--- src/rtl/yseq_if.sv ---
// yseq_if: datapath <-> sequencer control bundle
// master (datapath side): drives start, ins, zero; observes all control/status outputs
// slave (yseq_ctrl side): receives start, ins, zero; drives RegWrite, ALUSrc, MemRead,
//   MemWrite, Mem2Reg, op, pc_write, pc_sel, ins_count, busy, done, err
interface yseq_if;
  logic        start;
  logic [31:0] ins;
  logic        zero;
  logic        RegWrite, ALUSrc, MemRead, MemWrite, Mem2Reg;
  logic [2:0]  op;
  logic        pc_write;
  logic [1:0]  pc_sel;
  logic [15:0] ins_count;
  logic        busy, done, err;
  modport master(output start, ins, zero,
                 input RegWrite, ALUSrc, MemRead, MemWrite, Mem2Reg, op, pc_write, pc_sel,
                 ins_count, busy, done, err);
  modport slave(input start, ins, zero,
                output RegWrite, ALUSrc, MemRead, MemWrite, Mem2Reg, op, pc_write, pc_sel,
                ins_count, busy, done, err);
endinterface

--- src/rtl/yseq_ctrl.sv ---
// yseq_ctrl: multi-cycle instruction sequencer that halts after MAX_INS retirements
// clk, rst_n (async active-low); bus: yseq_if.slave carrying start/ins/zero in and
// datapath controls, PC strobe/select, retired count and busy/done/err status out
module yseq_ctrl #(parameter int MAX_INS = 43) (
  input logic   clk,
  input logic   rst_n,
  yseq_if.slave bus
);
  typedef enum logic [2:0] {IDLE, FETCH, DECODE, EXEC, MEM, WB, HALT} state_t;
  localparam logic [15:0] MAXC = 16'(MAX_INS);
  state_t      st, nx;
  logic [6:0]  opc;
  logic [2:0]  f3;
  logic        f7, err_r;
  logic [15:0] cnt, cnt_n;
  logic        r_t, i_t, ld, sd, bq, jl, unk, ex, last;
  always_comb begin
    r_t = opc == 7'h33;
    i_t = opc == 7'h13;
    ld = opc == 7'h03;
    sd = opc == 7'h23;
    bq = opc == 7'h63;
    jl = opc == 7'h6F;
    unk = !(r_t || i_t || ld || sd || bq || jl);
    ex = st == EXEC || st == MEM || st == WB;
    // WB is only reached by sequences that end there, so it is always a retiring state
    last = (st == DECODE && unk) || (st == EXEC && bq) || (st == MEM && sd) || st == WB;
    cnt_n = cnt == 16'hFFFF ? cnt : cnt + 16'd1;
    nx = st;
    case (st)
      IDLE:    nx = bus.start ? FETCH : IDLE;
      FETCH:   nx = DECODE;
      DECODE:  nx = EXEC;
      EXEC:    nx = (ld || sd) ? MEM : WB;
      MEM:     nx = WB;
      default: nx = st;
    endcase
    if (last) nx = cnt_n >= MAXC ? HALT : FETCH;
    bus.pc_write = last;
    bus.pc_sel = !last ? 2'b00 : (bq && bus.zero) ? 2'b01 : jl ? 2'b10 : 2'b00;
    bus.ALUSrc = ex && (i_t || ld || sd || jl);
    bus.op = !ex ? 3'b010 :
             (r_t && f3 == 3'b000 && f7) ? 3'b110 :
             (r_t && f3 == 3'b111) ? 3'b000 :
             (r_t && f3 == 3'b110) ? 3'b001 :
             bq ? 3'b110 : 3'b010;
    bus.MemRead = st == MEM && ld;
    bus.MemWrite = st == MEM && sd;
    bus.Mem2Reg = st == WB && ld;
    bus.RegWrite = st == WB && (r_t || i_t || ld || jl);
    bus.busy = st == FETCH || st == DECODE || ex;
    bus.done = st == HALT;
    // err shows already in the DECODE cycle of an unknown opcode, then stays via err_r
    bus.err = err_r || (st == DECODE && unk);
    bus.ins_count = cnt;
  end
  always_ff @(posedge clk or negedge rst_n)
    if (!rst_n) begin
      st <= IDLE;
      opc <= '0;
      f3 <= '0;
      f7 <= 1'b0;
      cnt <= '0;
      err_r <= 1'b0;
    end else begin
      st <= nx;
      if (st == FETCH) begin
        opc <= bus.ins[6:0];
        f3 <= bus.ins[14:12];
        f7 <= bus.ins[30];
      end
      if (last) cnt <= cnt_n;
      if (st == DECODE && unk) err_r <= 1'b1;
    end
endmodule

--- src/flat_wrapper.sv ---
// flat-port wrapper written by rule: the top's interface ports become plain ports
module yseq_ctrl_flat 
#(parameter int MAX_INS = 43)
  (clk, rst_n, bus_start, bus_ins, bus_zero, bus_RegWrite, bus_ALUSrc, bus_MemRead, bus_MemWrite, bus_Mem2Reg, bus_op, bus_pc_write, bus_pc_sel, bus_ins_count, bus_busy, bus_done, bus_err);
  yseq_if bus_i ();
  input logic clk;
  input logic rst_n;
  input wire logic [$bits(bus_i.start)-1:0] bus_start;
  input wire logic [$bits(bus_i.ins)-1:0] bus_ins;
  input wire logic [$bits(bus_i.zero)-1:0] bus_zero;
  output wire logic [$bits(bus_i.RegWrite)-1:0] bus_RegWrite;
  output wire logic [$bits(bus_i.ALUSrc)-1:0] bus_ALUSrc;
  output wire logic [$bits(bus_i.MemRead)-1:0] bus_MemRead;
  output wire logic [$bits(bus_i.MemWrite)-1:0] bus_MemWrite;
  output wire logic [$bits(bus_i.Mem2Reg)-1:0] bus_Mem2Reg;
  output wire logic [$bits(bus_i.op)-1:0] bus_op;
  output wire logic [$bits(bus_i.pc_write)-1:0] bus_pc_write;
  output wire logic [$bits(bus_i.pc_sel)-1:0] bus_pc_sel;
  output wire logic [$bits(bus_i.ins_count)-1:0] bus_ins_count;
  output wire logic [$bits(bus_i.busy)-1:0] bus_busy;
  output wire logic [$bits(bus_i.done)-1:0] bus_done;
  output wire logic [$bits(bus_i.err)-1:0] bus_err;
  assign bus_i.start = bus_start;
  assign bus_i.ins = bus_ins;
  assign bus_i.zero = bus_zero;
  assign bus_RegWrite = bus_i.RegWrite;
  assign bus_ALUSrc = bus_i.ALUSrc;
  assign bus_MemRead = bus_i.MemRead;
  assign bus_MemWrite = bus_i.MemWrite;
  assign bus_Mem2Reg = bus_i.Mem2Reg;
  assign bus_op = bus_i.op;
  assign bus_pc_write = bus_i.pc_write;
  assign bus_pc_sel = bus_i.pc_sel;
  assign bus_ins_count = bus_i.ins_count;
  assign bus_busy = bus_i.busy;
  assign bus_done = bus_i.done;
  assign bus_err = bus_i.err;
  yseq_ctrl #(.MAX_INS(MAX_INS)) u_core (.clk(clk), .rst_n(rst_n), .bus(bus_i));
endmodule
--- config.mk ---
export PLATFORM = sky130hd
export DESIGN_NAME = yseq_ctrl_flat
export DESIGN_NICKNAME = d
export VERILOG_FILES = /design/src/rtl/yseq_if.sv /design/src/rtl/yseq_ctrl.sv /design/src/flat_wrapper.sv
export SDC_FILE = /design/constraint.sdc
export NUM_CORES = 1
export LEC_CHECK = 0
export ABC_AREA = 1
export BUFFER_PORTS_ARGS = -buffer_cell sky130_fd_sc_hd__clkbuf_2
export CORE_MARGIN = 3
export CORE_UTILIZATION = 28
export CTS_CLUSTER_DIAMETER = 200
export CTS_CLUSTER_SIZE = 24
export DETAILED_ROUTE_END_ITERATION = 7
export MAX_ROUTING_LAYER = met4
export SLEW_MARGIN = 5
export SYNTH_ARGS = -nofsm -noshare
export SYNTH_HDL_FRONTEND = slang
export SYNTH_SLANG_ARGS = --single-unit
export TNS_END_PERCENT = 30
--- constraint.sdc ---
create_clock -name clk -period 3.8 [get_ports clk]
set_input_delay 0.19 -clock clk [delete_from_list [all_inputs] [get_ports clk]]
set_output_delay 0.19 -clock clk [all_outputs]
set_load 0.02 [all_outputs]
==> flow_metrics.py, run 1 <==
metrics = {
    "run_status": {
        "status": "finished, violations left",
        "violations": "negative hold slack",
    },
    "power": {
        "p_clk_share_pct": 20.3,
        "power_frac_seq_pct": 33.2,
        "powerDensity_mw_per_mm2": 679,
        "p_comb_share_pct": 46.5,
        "power.switching_mw": 0.766,
        "cellInternalPower_mw": 0.912,
        "swShare_pct": 45.6,
        "p_leak_nw": 1.21,
        "ir_worst_vdd_mv": 0.196,
    },
    "detailed_routing": {
        "drc": 0,
        "firstDrtPassIters": 4,
        "vias": 1936,
        "wl_per_cell_um": 11.8,
        "drt_iter0_markers": 82,
        "detail-route-antenna-nets": 0,
        "vias_per_cell": 4.53,
        "routed_wl_um": 5040,
    },
    "clock_tree": {
        "htreeDepth": 2,
        "numCtsBuffers": 5,
        "clockRootBuffer": "clkbuf_8",
        "holdBufCountCts": 0,
        "cts_setup_buffers": 0,
        "cts.sink_count": 31,
        "clock_path_buffers": 2,
        "path_clk_slew_ns": 0.07,
        "cts_tree": "yes",
        "cts_resized": 0,
        "clk_latency_ns": 0.29,
    },
    "grt": {
        "gr-usage-all-layers_pct": 12.9,
        "grt_pass1_wl_um": 8480,
        "grt_max_degree": 32,
        "grt_pass1_vias": 1801,
        "antenna_found_initial": 0,
        "gr-total-overflow": 0,
    },
    "cells_and_area": {
        "final_nets": 367,
        "finalInstanceArea_mm2": 0.00247,
        "area_delta_synth_final_pct": 20.5,
        "layout_commonest_cell": "nand2_1",
        "drive_above_1_share_pct": 26.0,
        "layout_common_cells": "72 x nand2_1, 44 x clkbuf_2, 42 x nor2_1, 31 x inv_1, 31 x dfrtp_1",
        "fin_util_pct": 35.6,
        "antennaDiodeCount": 0,
    },
    "timing": {
        "rsz0062_at_grt": "no",
        "tns_ns": 0,
        "hold-worst-slack_ns": -0.0275,
        "min_period_ns": 2.28,
        "period_share_pct": 59.9,
        "finalHoldViolations": 31,
        "setup_violations": 0,
        "relSlewSlack_pct": 47.5,
        "tightestPinTransition_ns": 0.787,
        "fin_skew_ns": 0.00776,
        "drv_slew": 0,
        "fmax_mhz": 440,
    },
    "floorplanning": {
        "coreArea_mm2": 0.00694,
        "die_w_um": 91.6,
        "io_pins": 66,
        "rows": 30,
        "dieArea_mm2": 0.00839,
        "die_h_um": 91.6,
        "initial_utilization_pct": 29.5,
    },
    "yosys": {
        "synth_top_cell_area_share_pct": 37.8,
        "synth_area_leaders": "dfrtp_1 38%, nand2_1 13%, nor2_1 7.7%",
        "synth_top_cell_by_area": "dfrtp_1",
        "post_synth_num_cell_types": 28,
        "syn_area_mm2": 0.00205,
        "synth-seq-area-share_pct": 37.8,
        "synthesis.instances": 283,
        "synthesis.nets": 320,
        "synth-seq-cells": 31,
        "yosysWarnings": 0,
        "avgSynthCellArea_um2": 7.25,
    },
    "setup_path": {
        "max_stage_delay_ns": 0.44,
        "timing_worst_setup_path_type": "reg2out",
        "arrival_ns": 2.09,
        "critPathLaunch": "u_core.st[0]$_DFFE_PN0P_",
        "cp-start-kind": "flip-flop",
        "r2r_start": "u_core.bus.ins_count[0]$_DFFE_PN0P_",
        "cp_cell_sequence": "inv_1 > nand3_2 > nor2_1 > nand2_1 > o21ai_1 > nor2_2 > nand2_2 > nand4_1 > inv_1 > clkbuf_2",
        "cpMaxStageDelayCell": "dfrtp_1",
        "crit_required_ns": 3.61,
        "critPathCaptureType": "primary output",
        "path_max_fanout": 21,
        "crit_top_cell": "inv_1",
    },
    "place": {
        "dpl.hpwl_um": 3960,
        "dpl_cell_area_mm2": 0.00235,
        "numPortBuffers": 44,
        "place.gp.congestion": 0.905,
    },
    "job": {
        "max_cap_violations": 0,
    },
    "hold_path": {
        "hold_class": "in2async",
    },
}
[Yosys cell counts, drive strengths merged]
master	n
nand2	78
or2	2
a31oi	5
a21oi	11
mux2	5
nand3b	3
nand4	9
nor3	8
buf	3
o2111ai	1
xor2	5
o21ai	18
nand3	16
nor2	51
ha	1
clkbuf	1
dfrtp	31
inv	35
[per-stage QoR]
stage	total power [mW]	hold WS, ns	cells	setup WS, ns
2_1_floorplan	1.19	-0.106	283	1.90
3_3_place_gp	1.33	0.316	419	1.76
3_5_place_dp	1.35	0.324	419	1.70
4_1_cts	1.70	0.0122	427	1.50
5_1_grt	1.83	0.0515	427	1.31
6_report	1.68	-0.0275	427	1.52
[path summary, 6_finish.rpt]
check,endpoint,slack [ns],cells past startpoint
setup / recovery,bus_pc_sel[0],1.52,10
hold reg to reg,u_core.err_r$_DFFE_PN0P_,0.47,1
min in group clk,u_core.f3[1]$_DFFE_PN0P_,0.13,2
setup reg to reg,u_core.st[2]$_DFFE_PN0P_,1.71,11
max in group asynchronous,u_core.bus.ins_count[0]$_DFFE_PN0P_,3.33,1
hold / removal,u_core.bus.ins_count[14]$_DFFE_PN0P_,-0.03,1
[power groups by stage]
stage / Clock (mW) / Combinational [mW] / Sequential [mW]
after floorplan: 0 / 0.612 / 0.576
after global placement: 0 / 0.775 / 0.560
after detailed placement: 0 / 0.786 / 0.563
after CTS: 0.351 / 0.790 / 0.557
after global routing: 0.362 / 0.890 / 0.577
final: 0.341 / 0.779 / 0.557
[state kept, by name, indices dropped and copies added, names as in the netlist]
signal,count
u_core.err_r,1
u_core.st,3
u_core.opc,7
u_core.bus.ins_count,16
u_core.f3,3
u_core.f7,1
[worst max-delay path, delay by kind of cell (launching register included)]
kind,cells,cell delay [ns]
flip-flops,1,0.44
AO/OA/AOI/OAI,1,0.11
buffers and inverters,3,0.39
AND/OR/NAND/NOR,6,0.87
[cell type report]
class / count / area (um^2)
Tap cell: 96 / 120
Sequential cell: 31 / 776
Fill cell: 732 / 4470
Timing Repair Buffer: 44 / 220
Multi-Input combinational cell: 213 / 1110
Clock inverter: 2 / 35.0
Clock buffer: 6 / 82.6
Inverter: 35 / 131
[logic make-up (layout without fill, tap and decap cells)]
| family | Yosys count | in the layout | synth area share (%) |
|---|---|---|---|
| muxes | 5 | 5 | 2.74 |
| AOI/OAI and AO/OA | 35 | 35 | 9.02 |
| adders and majority gates | 1 | 1 | 0.610 |
| buffers and inverters | 39 | 87 | 8.23 |
| and+or+nand+nor | 167 | 167 | 39.1 |
| xor gates and xnor gates | 5 | 5 | 2.50 |
| DFF | 31 | 31 | 37.8 |
[metal layers]
layer / up-vias / share of wire [%] / track usage, %
met1: 893 / 47 / 15.8
met4: 0 / 1.9 / 5.03
met2: 25 / 49 / 20.6
met5: - / 0 / -
met3: 7 / 2.3 / 2.90
li1: 1011 / - / -
(Power assumes the default switching activity.)
==> run 2: changes to the inputs <==
--- a/config.mk
+++ b/config.mk
@@ -5,7 +5,7 @@
 export SDC_FILE = /design/constraint.sdc
 export NUM_CORES = 1
 export LEC_CHECK = 0
-export ABC_AREA = 1
+export ABC_AREA = 0
 export BUFFER_PORTS_ARGS = -buffer_cell sky130_fd_sc_hd__clkbuf_2
 export CORE_MARGIN = 3
 export CORE_UTILIZATION = 28
==> constraint.sdc (replaced) <==
create_clock -name clk -period 2.3 [get_ports clk]
set_input_delay 0.115 -clock clk [delete_from_list [all_inputs] [get_ports clk]]
set_output_delay 0.115 -clock clk [all_outputs]
set_load 0.02 [all_outputs]
==> run 2 against run 1 <==
  * The flow now finishes without violations
  * Global-route usage rose by 0.95 points
  * Power rose by 77%
  * Synthesized cell count fell by 20%
  * Register-to-register slack got worse by 1.5 ns
  * First-iteration DRC count rose by 87%
  * Utilization rose by 3.8 points
  * Sequential share of layout area fell by 2.8 points
  * Critical path depth fell by 3
  * Clock skew fell by 0.0052 ns
  * Synthesized area fell by 0.98%
  * Hold slack improved by 0.072 ns
  * Highest routed layer unchanged
==> flow_metrics.py, run 2 <==
metrics = {
    "cells_and_area": {
        "final_nets": 335,
        "layout_common_cells": "43 x clkbuf_2, 36 x buf_4, 29 x dfrtp_1",
        "layout_commonest_cell": "clkbuf_2",
        "antennaDiodeCount": 0,
        "area_delta_synth_final_pct": 33.9,
        "fillCellCount": 735,
        "largest_reg_flops": 16,
        "drive_above_1_share_pct": 38.8,
    },
    "setup_path": {
        "cp_cell_sequence": "and4bb_2 > a31oi_1 > o32a_1 > a21boi_4 > buf_4 > nor3b_2 > buf_4",
        "max_stage_delay_ns": 0.40,
        "arrival_ns": 2.10,
        "crit_required_ns": 2.18,
        "cp-start-kind": "flip-flop",
        "path_max_fanout": 6,
        "cpMaxStageDelayCell": "dfrtp_1",
        "critPathCaptureType": "primary output",
        "r2r_start": "u_core.bus.ins_count[6]$_DFFE_PN0P_",
        "timing_worst_setup_path_type": "reg2out",
        "critPathBufInv": 2,
        "crit_family": "compound AO/OA/AOI/OAI gates",
        "crit_top_cell": "buf_4",
        "critPathLaunch": "u_core.opc[3]$_DFFE_PN0P_",
    },
    "timing": {
        "tightestPinTransition_ns": 0.786,
        "fin_skew_ns": 0.00253,
        "tns_ns": 0,
        "period_share_pct": 96.4,
        "setup_violations": 0,
        "relSlewSlack_pct": 47.6,
        "hold-worst-slack_ns": 0.0446,
        "rsz0062_at_grt": "no",
        "drv_slew": 0,
        "fmax_mhz": 451,
        "finalHoldViolations": 0,
        "min_period_ns": 2.22,
    },
    "yosys": {
        "synth_enable_flop_cells": 0,
        "synth.cells.most_frequent": "31 x dfrtp_1, 14 x mux2_2, 14 x nand3_1, 14 x nor2_1, 13 x nand2_1",
        "synthMuxAreaShare_pct": 8.74,
        "async_reset_ff_share_pct": 100,
        "avgSynthCellArea_um2": 8.95,
        "synth-seq-area-share_pct": 38.2,
        "post_synth_num_cell_types": 49,
        "synthesis.instances": 227,
        "synth_most_common_cell": "dfrtp_1",
        "yosysWarnings": 0,
        "synth_top_cell_area_share_pct": 38.2,
        "synth-seq-cells": 31,
        "synthAdderAreaFrac_pct": 0.616,
        "synth_top_family_by_area": "simple AND/OR/NAND/NOR gates",
        "synthSimpleGateAreaFrac_pct": 25.2,
        "synth_compound_area_share_pct": 16.6,
        "syn_area_mm2": 0.00203,
        "synth_area_leaders": "dfrtp_1 38%, mux2_2 7.8%, nand3_1 3.4%",
        "synth-xor-area-share_pct": 5.17,
        "ys.flop_type": "dfrtp_1",
        "synth_top_cell_by_area": "dfrtp_1",
        "synthesis.nets": 264,
    },
    "run_status": {
        "status": "finished, final reports clean",
    },
    "clock_tree": {
        "clk_latency_ns": 0.29,
        "path_clk_slew_ns": 0.07,
        "clock_path_buffers": 2,
        "numCtsBuffers": 5,
        "cts.sink_count": 31,
        "cts_tree": "yes",
        "htreeDepth": 2,
        "clockRootBuffer": "clkbuf_8",
    },
    "job": {
        "max_cap_violations": 0,
    },
    "place": {
        "place.gp.congestion": 0.879,
        "dpl.hpwl_um": 4080,
        "numPortBuffers": 44,
    },
    "grt": {
        "grt_pass1_wl_um": 9200,
        "grt_max_degree": 32,
        "antenna_found_initial": 0,
        "grt_pass1_vias": 1934,
        "gr-total-overflow": 0,
        "gr-usage-all-layers_pct": 13.8,
    },
    "floorplanning": {
        "io_pins": 66,
        "dieArea_mm2": 0.00831,
        "rows": 30,
        "die_h_um": 91.2,
        "initial_utilization_pct": 29.4,
        "coreArea_mm2": 0.00691,
        "die_w_um": 91.2,
    },
    "power": {
        "powerDensity_mw_per_mm2": 1090,
        "p_leak_nw": 1.27,
        "ir_worst_vdd_mv": 0.385,
    },
    "detailed_routing": {
        "drt_iter0_markers": 153,
        "routed_wl_um": 5420,
        "vias": 1990,
        "detail-route-antenna-nets": 0,
        "drc": 0,
        "vias_per_cell": 5.04,
        "wl_per_cell_um": 13.7,
        "firstDrtPassIters": 4,
    },
    "hold_path": {
        "min_from": "bus_ins[6]",
        "hold_class": "in2reg",
    },
}
==> run 2: cell count changes in the layout (fill, tap and decap cells not counted), sizes merged, moves of 4 or more <==
cell	previous run	this run
xnor2	0	5
nor2	51	14
nand2	78	13
o21ai	18	8
inv	35	8
buf	0	36
and2	0	5
a21o	0	6
nor4	0	4
and3	0	8
mux2	5	14
==> run 2: cell type report <==
type                    instances  area, um^2  area share, %
clock buffers                   6        82.6           3.04
clock inverters                 2        35.0           1.29
inverters                       9        37.5           1.38
multi-input cells             170        1170           42.9
flip-flops and latches         31         778           28.6
well taps                      96         120           4.42
repair buffers                 80         495           18.2
repair inverters                1        5.00          0.184
==> run 2: what timing repair did <==
item / in CTS / in global routing
setup endpoints to repair: 1 / 9
setup buffers: 1 / 3
gates cloned: 0 / 1
hold endpoints to repair: 31 / 0
gates resized for setup: 1 / 7
pin swaps: 0 / 1
hold buffers: 1 / 0
==> run 2: kinds of logic (layout without fill, tap and decap cells) <==
family / count (synthesis) / in the layout
AND/OR/NAND/NOR: 93 / 93
AO/OA/AOI/OAI: 48 / 48
flip-flops: 31 / 31
buffers and inverters: 26 / 98
multiplexers: 16 / 16
XOR/XNOR: 12 / 12
adder cells (fa/ha/maj): 1 / 1
==> run 2: where the power goes <==
| group | switching, mW | internal (mW) | leakage, nW |
|---|---|---|---|
| clock | 0.218 | 0.350 | 0.0612 |
| sequential | 0.158 | 0.731 | 0.385 |
| combinational | 0.803 | 0.701 | 0.828 |
==> run 2: metal layers <==
layer | global-route usage, % | up-vias | part of all wire (%)
met5 | - | - | 0
met4 | 6.03 | 0 | 1.5
met3 | 2.32 | 7 | 4.4
met2 | 20.0 | 51 | 47
met1 | 18.9 | 948 | 47
li1 | - | 984 | -
==> run 2: final timing paths <==
check	endpoint	slack [ns]	depth (start not counted)
hold / removal	u_core.opc[6]$_DFFE_PN0P_	0.04	3
setup reg to reg	u_core.st[0]$_DFFE_PN0P_	0.18	6
min in group asynchronous	u_core.bus.ins_count[12]$_DFFE_PN0P_	0.44	2
hold reg to reg	u_core.err_r$_DFFE_PN0P_	0.46	1
max in group asynchronous	u_core.bus.ins_count[1]$_DFFE_PN0P_	1.32	2
setup / recovery	bus_pc_sel[0]	0.08	7
==> run 2: per-stage QoR <==
step / total power [mW] / std cells / instance area (um^2) / setup slack, ns / utilization [%]
after global placement: 2.26 / 381 / 2530 / 0.0418 / 36.6
after floorplan: 1.81 / 227 / 2030 / 0.0646 / -
after detailed placement: 2.29 / 381 / 2530 / 0.0303 / 36.6
final: 2.96 / 395 / 2720 / 0.0829 / 39.4
after global routing: 3.19 / 395 / 2720 / 0.00164 / 39.4
after CTS: 2.89 / 391 / 2670 / 0.000669 / 38.6
==> run 2: worst register-to-register path, stage by stage, from the launching register on <==
cell and delay [ns]:
dfrtp_1 0.52, nand4_1 0.15, or4_4 0.61, a21oi_1 0.21
o211ai_1 0.10, o211a_1 0.25, a21bo_1 0.19
